$ cat config.mk
export PLATFORM = sky130hd
export DESIGN_NAME = riscv_inst_encoder
export DESIGN_NICKNAME = d
export VERILOG_FILES = /design/src/rtl/riscv_inst_encoder.sv
export SDC_FILE = /design/constraint.sdc
export NUM_CORES = 1
export LEC_CHECK = 0
export CAP_MARGIN = 30
export CORE_ASPECT_RATIO = 1.4
export CORE_MARGIN = 1
export CORE_UTILIZATION = 52
export DETAILED_ROUTE_END_ITERATION = 8
export MAX_ROUTING_LAYER = met4
export PLACE_DENSITY = 0.84
export REMOVE_ABC_BUFFERS = 1
export SETUP_SLACK_MARGIN = 0.5
export SLEW_MARGIN = 0
export SYNTH_ARGS = -nofsm -noshare
export SYNTH_HDL_FRONTEND = slang
export SYNTH_SLANG_ARGS = --single-unit
$ cat constraint.sdc
create_clock -name clk -period 6.85 [get_ports clk]
set_input_delay 0.685 -clock clk [delete_from_list [all_inputs] [get_ports clk]]
set_output_delay 0.685 -clock clk [all_outputs]
set_load 0.05 [all_outputs]
$ cat src/rtl/riscv_inst_encoder.sv
// RISC-V instruction encoder: packs R/I/S/B/U/J fields into a 32-bit word behind a 2-entry FIFO.
// Optional immediate range checking is enabled by defining ENCODER_RANGE_CHECK_EN.
module riscv_inst_encoder (
  input  logic        clk,
  input  logic        rst,
  input  logic        in_valid,
  output logic        in_ready,
  input  logic [2:0]  in_fmt,
  input  logic [6:0]  in_opcode,
  input  logic [4:0]  in_rd,
  input  logic [4:0]  in_rs1,
  input  logic [4:0]  in_rs2,
  input  logic [2:0]  in_funct3,
  input  logic [6:0]  in_funct7,
  input  logic [31:0] in_imm,
  output logic        out_valid,
  input  logic        out_ready,
  output logic [31:0] out_inst,
  output logic        out_err,
  output logic [15:0] enc_count,
  output logic [15:0] err_count
);

  localparam logic [2:0] FMT_R = 3'd0;
  localparam logic [2:0] FMT_I = 3'd1;
  localparam logic [2:0] FMT_S = 3'd2;
  localparam logic [2:0] FMT_B = 3'd3;
  localparam logic [2:0] FMT_U = 3'd4;
  localparam logic [2:0] FMT_J = 3'd5;

  function automatic logic [31:0] pack_inst(
    input logic [2:0]  fmt,
    input logic [6:0]  opc,
    input logic [4:0]  rd,
    input logic [4:0]  rs1,
    input logic [4:0]  rs2,
    input logic [2:0]  f3,
    input logic [6:0]  f7,
    input logic [31:0] imm
  );
    logic [31:0] w;
    case (fmt)
      FMT_R:   w = {f7, rs2, rs1, f3, rd, opc};
      FMT_I:   w = {imm[11:0], rs1, f3, rd, opc};
      FMT_S:   w = {imm[11:5], rs2, rs1, f3, imm[4:0], opc};
      FMT_B:   w = {imm[12], imm[10:5], rs2, rs1, f3, imm[4:1], imm[11], opc};
      FMT_U:   w = {imm[31:12], rd, opc};
      FMT_J:   w = {imm[20], imm[10:1], imm[11], imm[19:12], rd, opc};
      default: w = 32'h0000_0000;
    endcase
    return w;
  endfunction

`ifdef ENCODER_RANGE_CHECK_EN
  // Flags immediates that cannot be represented exactly in the chosen format.
  function automatic logic range_bad(input logic [2:0] fmt, input logic [31:0] imm);
    logic signed [31:0] s;
    logic               bad;
    s = $signed(imm);
    case (fmt)
      FMT_I, FMT_S: bad = (s < -32'sd2048) || (s > 32'sd2047);
      FMT_B:        bad = (s < -32'sd4096) || (s > 32'sd4094) || imm[0];
      FMT_J:        bad = (s < -32'sd1048576) || (s > 32'sd1048574) || imm[0];
      FMT_U:        bad = (imm[11:0] != 12'h000);
      default:      bad = 1'b0;
    endcase
    return bad;
  endfunction
`endif

  logic [1:0]  cnt_q, cnt_d;
  logic [31:0] head_inst_q, head_inst_d, tail_inst_q, tail_inst_d;
  logic        head_err_q, head_err_d, tail_err_q, tail_err_d;
  logic [15:0] enc_cnt_q, enc_cnt_d, err_cnt_q, err_cnt_d;
  logic [31:0] new_inst_s;
  logic        new_err_s;
  logic        push_s, pop_s;

  assign in_ready  = (cnt_q != 2'd2);
  assign out_valid = (cnt_q != 2'd0);
  assign out_inst  = head_inst_q;
  assign out_err   = head_err_q;
  assign enc_count = enc_cnt_q;
  assign err_count = err_cnt_q;
  assign push_s    = in_valid && in_ready;
  assign pop_s     = out_valid && out_ready;

  // Encode the incoming request; formats 6 and 7 always yield a zero word with error.
  always_comb begin
    new_inst_s = 32'h0000_0000;
    new_err_s  = 1'b1;
    if (in_fmt <= FMT_J) begin
      new_inst_s = pack_inst(in_fmt, in_opcode, in_rd, in_rs1, in_rs2,
                             in_funct3, in_funct7, in_imm);
`ifdef ENCODER_RANGE_CHECK_EN
      new_err_s  = range_bad(in_fmt, in_imm);
`else
      new_err_s  = 1'b0;
`endif
    end else begin
      new_inst_s = 32'h0000_0000;
      new_err_s  = 1'b1;
    end
  end

  // FIFO next state: head is always the output slot, tail only holds the second entry.
  always_comb begin
    cnt_d       = cnt_q;
    head_inst_d = head_inst_q;
    head_err_d  = head_err_q;
    tail_inst_d = tail_inst_q;
    tail_err_d  = tail_err_q;
    case (cnt_q)
      2'd0: begin
        if (push_s) begin
          head_inst_d = new_inst_s;
          head_err_d  = new_err_s;
          cnt_d       = 2'd1;
        end else begin
          cnt_d = 2'd0;
        end
      end
      2'd1: begin
        if (push_s && pop_s) begin
          head_inst_d = new_inst_s;
          head_err_d  = new_err_s;
        end else if (push_s) begin
          tail_inst_d = new_inst_s;
          tail_err_d  = new_err_s;
          cnt_d       = 2'd2;
        end else if (pop_s) begin
          cnt_d = 2'd0;
        end else begin
          cnt_d = 2'd1;
        end
      end
      2'd2: begin
        if (pop_s) begin
          head_inst_d = tail_inst_q;
          head_err_d  = tail_err_q;
          cnt_d       = 2'd1;
        end else begin
          cnt_d = 2'd2;
        end
      end
      default: cnt_d = 2'd0;
    endcase
  end

  // Accept counter wraps; error counter saturates.
  always_comb begin
    enc_cnt_d = enc_cnt_q;
    err_cnt_d = err_cnt_q;
    if (push_s) begin
      enc_cnt_d = enc_cnt_q + 16'd1;
      if (new_err_s && (err_cnt_q != 16'hFFFF)) begin
        err_cnt_d = err_cnt_q + 16'd1;
      end else begin
        err_cnt_d = err_cnt_q;
      end
    end else begin
      enc_cnt_d = enc_cnt_q;
    end
  end

  // State registers with asynchronous reset.
  always_ff @(posedge clk or posedge rst) begin
    if (rst) begin
      cnt_q       <= 2'd0;
      head_inst_q <= 32'h0000_0000;
      head_err_q  <= 1'b0;
      tail_inst_q <= 32'h0000_0000;
      tail_err_q  <= 1'b0;
      enc_cnt_q   <= 16'h0000;
      err_cnt_q   <= 16'h0000;
    end else begin
      cnt_q       <= cnt_d;
      head_inst_q <= head_inst_d;
      head_err_q  <= head_err_d;
      tail_inst_q <= tail_inst_d;
      tail_err_q  <= tail_err_d;
      enc_cnt_q   <= enc_cnt_d;
      err_cnt_q   <= err_cnt_d;
    end
  end

endmodule

==> flow_summary_export.csv <==
group,metric,value,unit
synth,synth-seq-cells,100,
setup_path,critPathKind,"reg2out",
clock_network,cts_root_buffer,"clkbuf_16",
placement,placed_cell_area,6220,µm²
sta,rsz0062_at_grt,"no",
sta,finalSetupViolCount,0,
routing,drtIter0Drc,229,
setup_path,r2r-end,"enc_count[11]",
placement,place_ws,3.26,ns
clock_network,clock_latency,0.33,ns
routing,vias_per_cell,5.79,
global_routing,grt_max_degree,66,
setup_path,cp-endpoint,"in_ready",
routing,wl_per_cell,16.3,µm
synth,ys_types,40,
setup_path,reg2reg_from,"cnt_q[1]",
global_routing,first_global_vias,4256,
sta,skew,0.00599,ns
die,rows,41,
setup_path,critical-path-slowest-cell,"nor2b_2",
synth,syn_area,4810,µm²
die,die_w,83.3,µm
setup_path,required,6.16,ns
outcome,status,"finished, final reports clean",
setup_path,max_stage_delay,0.81,ns
placement,gp_congestion,0.843,
layout,n_antenna_cell,0,
layout,drive_gt1_frac,0.0519,
routing,vias,4302,
sta,hold_viol_final,0,
hold_path,hold_class,"reg2reg",
layout,fin_util,0.733,
die,die_h,116,µm
global_routing,track_usage,0.267,
die,dieArea,9650,µm²
global_routing,grt_overflow,0,
sta,worst_pin_slew,0.966,ns
synth,synth_edf_count,0,
synth,synth.area.top_cells,"dfrtp_1 (52%), nand2_1 (6.2%), o21ai_0 (6.0%)",
power,power.total,2.38,mW
synth,ys_async_sr_fraction,1.00,
layout,areaGrowthSynthToFinish,36.9,%
placement,hpwl,8.41,mm
setup_path,crit_start,"cnt_q[1]",
die,pin_count,138,
clock_network,cts_buffer_depth,2,
layout,design_area,6580,µm²
routing,drcViolationCount,0,
setup_path,end_kind,"output pin",
setup_path,rrSetupSlack,4.03,ns
synth,synthCells,512,
clock_network,clock_sinks,100,
sta,setup_tns,0,ns
flow_run,drv_cap,0,
global_routing,grt_pass1_wl,20.1,mm
clock_network,cts.htree.levels,3,
placement,io_buffers,137,
sta,report.final.slew_viol_count,0,
sta,max_freq,0.308,GHz
routing,firstDrtPassIters,5,
synth,synth_top_cell_by_area,"dfrtp_1",
power,leakage,2.83,nW
setup_path,cp-start-kind,"register",
layout,final_nets,707,
routing,drt_wl_total,12.1,mm
sta,maxSlewHeadroom,0.353,
synth,synth_warnings,0,
clock_network,ctsHoldBuffers,0,
clock_network,cts_resized,0,
synth,synth_top_area_share,0.520,
clock_network,numCtsBuffers,9,
sta,fin_crit_sh,0.474,
power,ir_worst_vdd,0.274,mV
setup_path,crit_path_max_fanout,21,
die,start_util,0.536,
clock_network,postCtsSetupRepairBufs,0,
clock_network,clkTransAtPathRegs,0.06,ns
global_routing,antenna_found_initial,0,
sta,min_period,3.25,ns
synth,yosysSeqAreaShare,0.520,
power,pwr_density_cell,362,nW/µm²
setup_path,reg2regPathDepth,7,
clock_network,cts_tree,"built",
routing,drtAntennaViolNets,0,
die,fp.coreArea,8980,µm²
sta,setup_ws,3.60,ns
synth,ys_dominant_reg_cell,"dfrtp_1",
synth,avgSynthCellArea,9.40,µm²
setup_path,arrival,2.56,ns
setup_path,crit_path_cell_trace,"nor2b_2 > clkinv_1 > clkdlybuf4s50_1",
[layout make-up]
| cell class | count | area [µm²] |
|---|---|---|
| fillers | 692 | 2390 |
| flip-flops and latches | 100 | 2500 |
| well taps | 107 | 134 |
| inverters | 6 | 25.0 |
| clock buffers | 11 | 253 |
| multi-input cells | 374 | 2160 |
| repair buffers | 143 | 1450 |
| clock inverters | 2 | 60.1 |
[flip-flops by register name, summed over array words and instances (netlist names)]
name,flops
out_inst,32
tail_inst_q,32
enc_count,16
err_count,16
cnt_q,2
out_err,1
tail_err_q,1
[per-layer routing]
metal / share of wire / global-route usage
met1: 0.40 / 0.320
met2: 0.52 / 0.462
met3: 0.059 / 0.0484
met4: 0.016 / 0.0782
met5: 0 / -
[per-stage QoR]
stage	instances	hold slack (ns)
5_1_grt	743	0.501
3_5_place_dp	728	0.466
2_1_floorplan	480	0.445
3_3_place_gp	728	0.456
6_report	743	0.478
4_1_cts	741	0.479
[where the power goes]
group	internal, mW	switching (mW)
Clock	0.334	0.200
Sequential	0.771	0.132
Combinational	0.339	0.609
[worst max-delay path, delay by kind of cell (launching register included)]
kind	cells	cell delay (ns)
buf+inv	2	1.03
flops	1	0.40
simple gates	1	0.81
[cell usage after synthesis (2+ instances only)]
| master | number |
|---|---|
| dfrtp_1 | 100 |
| nand2_1 | 79 |
| o21ai_0 | 58 |
| nor2_1 | 34 |
| a21oi_1 | 27 |
| nand3_1 | 27 |
| a22oi_1 | 21 |
| xnor2_1 | 18 |
| nor2b_1 | 14 |
| buf_2 | 13 |
| clkbuf_1 | 13 |
| o221ai_1 | 12 |
| xor2_1 | 12 |
| nand4_1 | 9 |
| a211oi_1 | 7 |
| a31oi_1 | 7 |
| and3_1 | 7 |
| o21a_1 | 7 |
| and4_1 | 6 |
| buf_1 | 5 |
| inv_1 | 5 |
| nor3_1 | 5 |
| mux2_2 | 3 |
| a21o_1 | 2 |
| ha_1 | 2 |
| mux2i_1 | 2 |
| nand2b_1 | 2 |
| nor3_2 | 2 |
| o21ai_2 | 2 |
[how the worst min path moves through the flow]
stage	cells after the start	slack (ns)	from	to
2_1_floorplan	2	0.44	tail_inst_q[10]	tail_inst_q[10]
3_3_place_gp	2	0.46	tail_inst_q[22]	tail_inst_q[22]
3_5_place_dp	2	0.47	tail_inst_q[10]	tail_inst_q[10]
4_1_cts	2	0.48	tail_inst_q[10]	tail_inst_q[10]
5_1_grt	2	0.50	tail_inst_q[8]	tail_inst_q[8]
6_report	2	0.48	tail_inst_q[10]	tail_inst_q[10]
[logic make-up (layout without fill, tap and decap cells)]
kind of cell / Yosys count / in the layout / synth area share
xor gates and xnor gates: 30 / 30 / 0.0546
buffers and inverters: 38 / 162 / 0.0338
AOI/OAI and AO/OA: 146 / 146 / 0.186
adders and majority gates: 2 / 2 / 0.00520
muxes: 6 / 6 / 0.0135
and+or+nand+nor: 190 / 190 / 0.187
DFF: 100 / 100 / 0.520
[placed cells by master, fill, tap and decap left out, drive strengths merged, types with 5 or more instances in the layout]
cell / count
xnor2: 18
nand4: 9
nor2: 35
nand3: 27
a211oi: 7
and4: 6
clkdlybuf4s50: 137
nand2: 80
o21ai: 60
nor3: 7
o21a: 7
clkbuf: 12
a22oi: 21
and3: 7
a31oi: 7
inv: 5
dfrtp: 100
o221ai: 12
buf: 5
a21oi: 27
nor2b: 14
xor2: 12
Note: power is estimated with default switching activity, not from simulation.
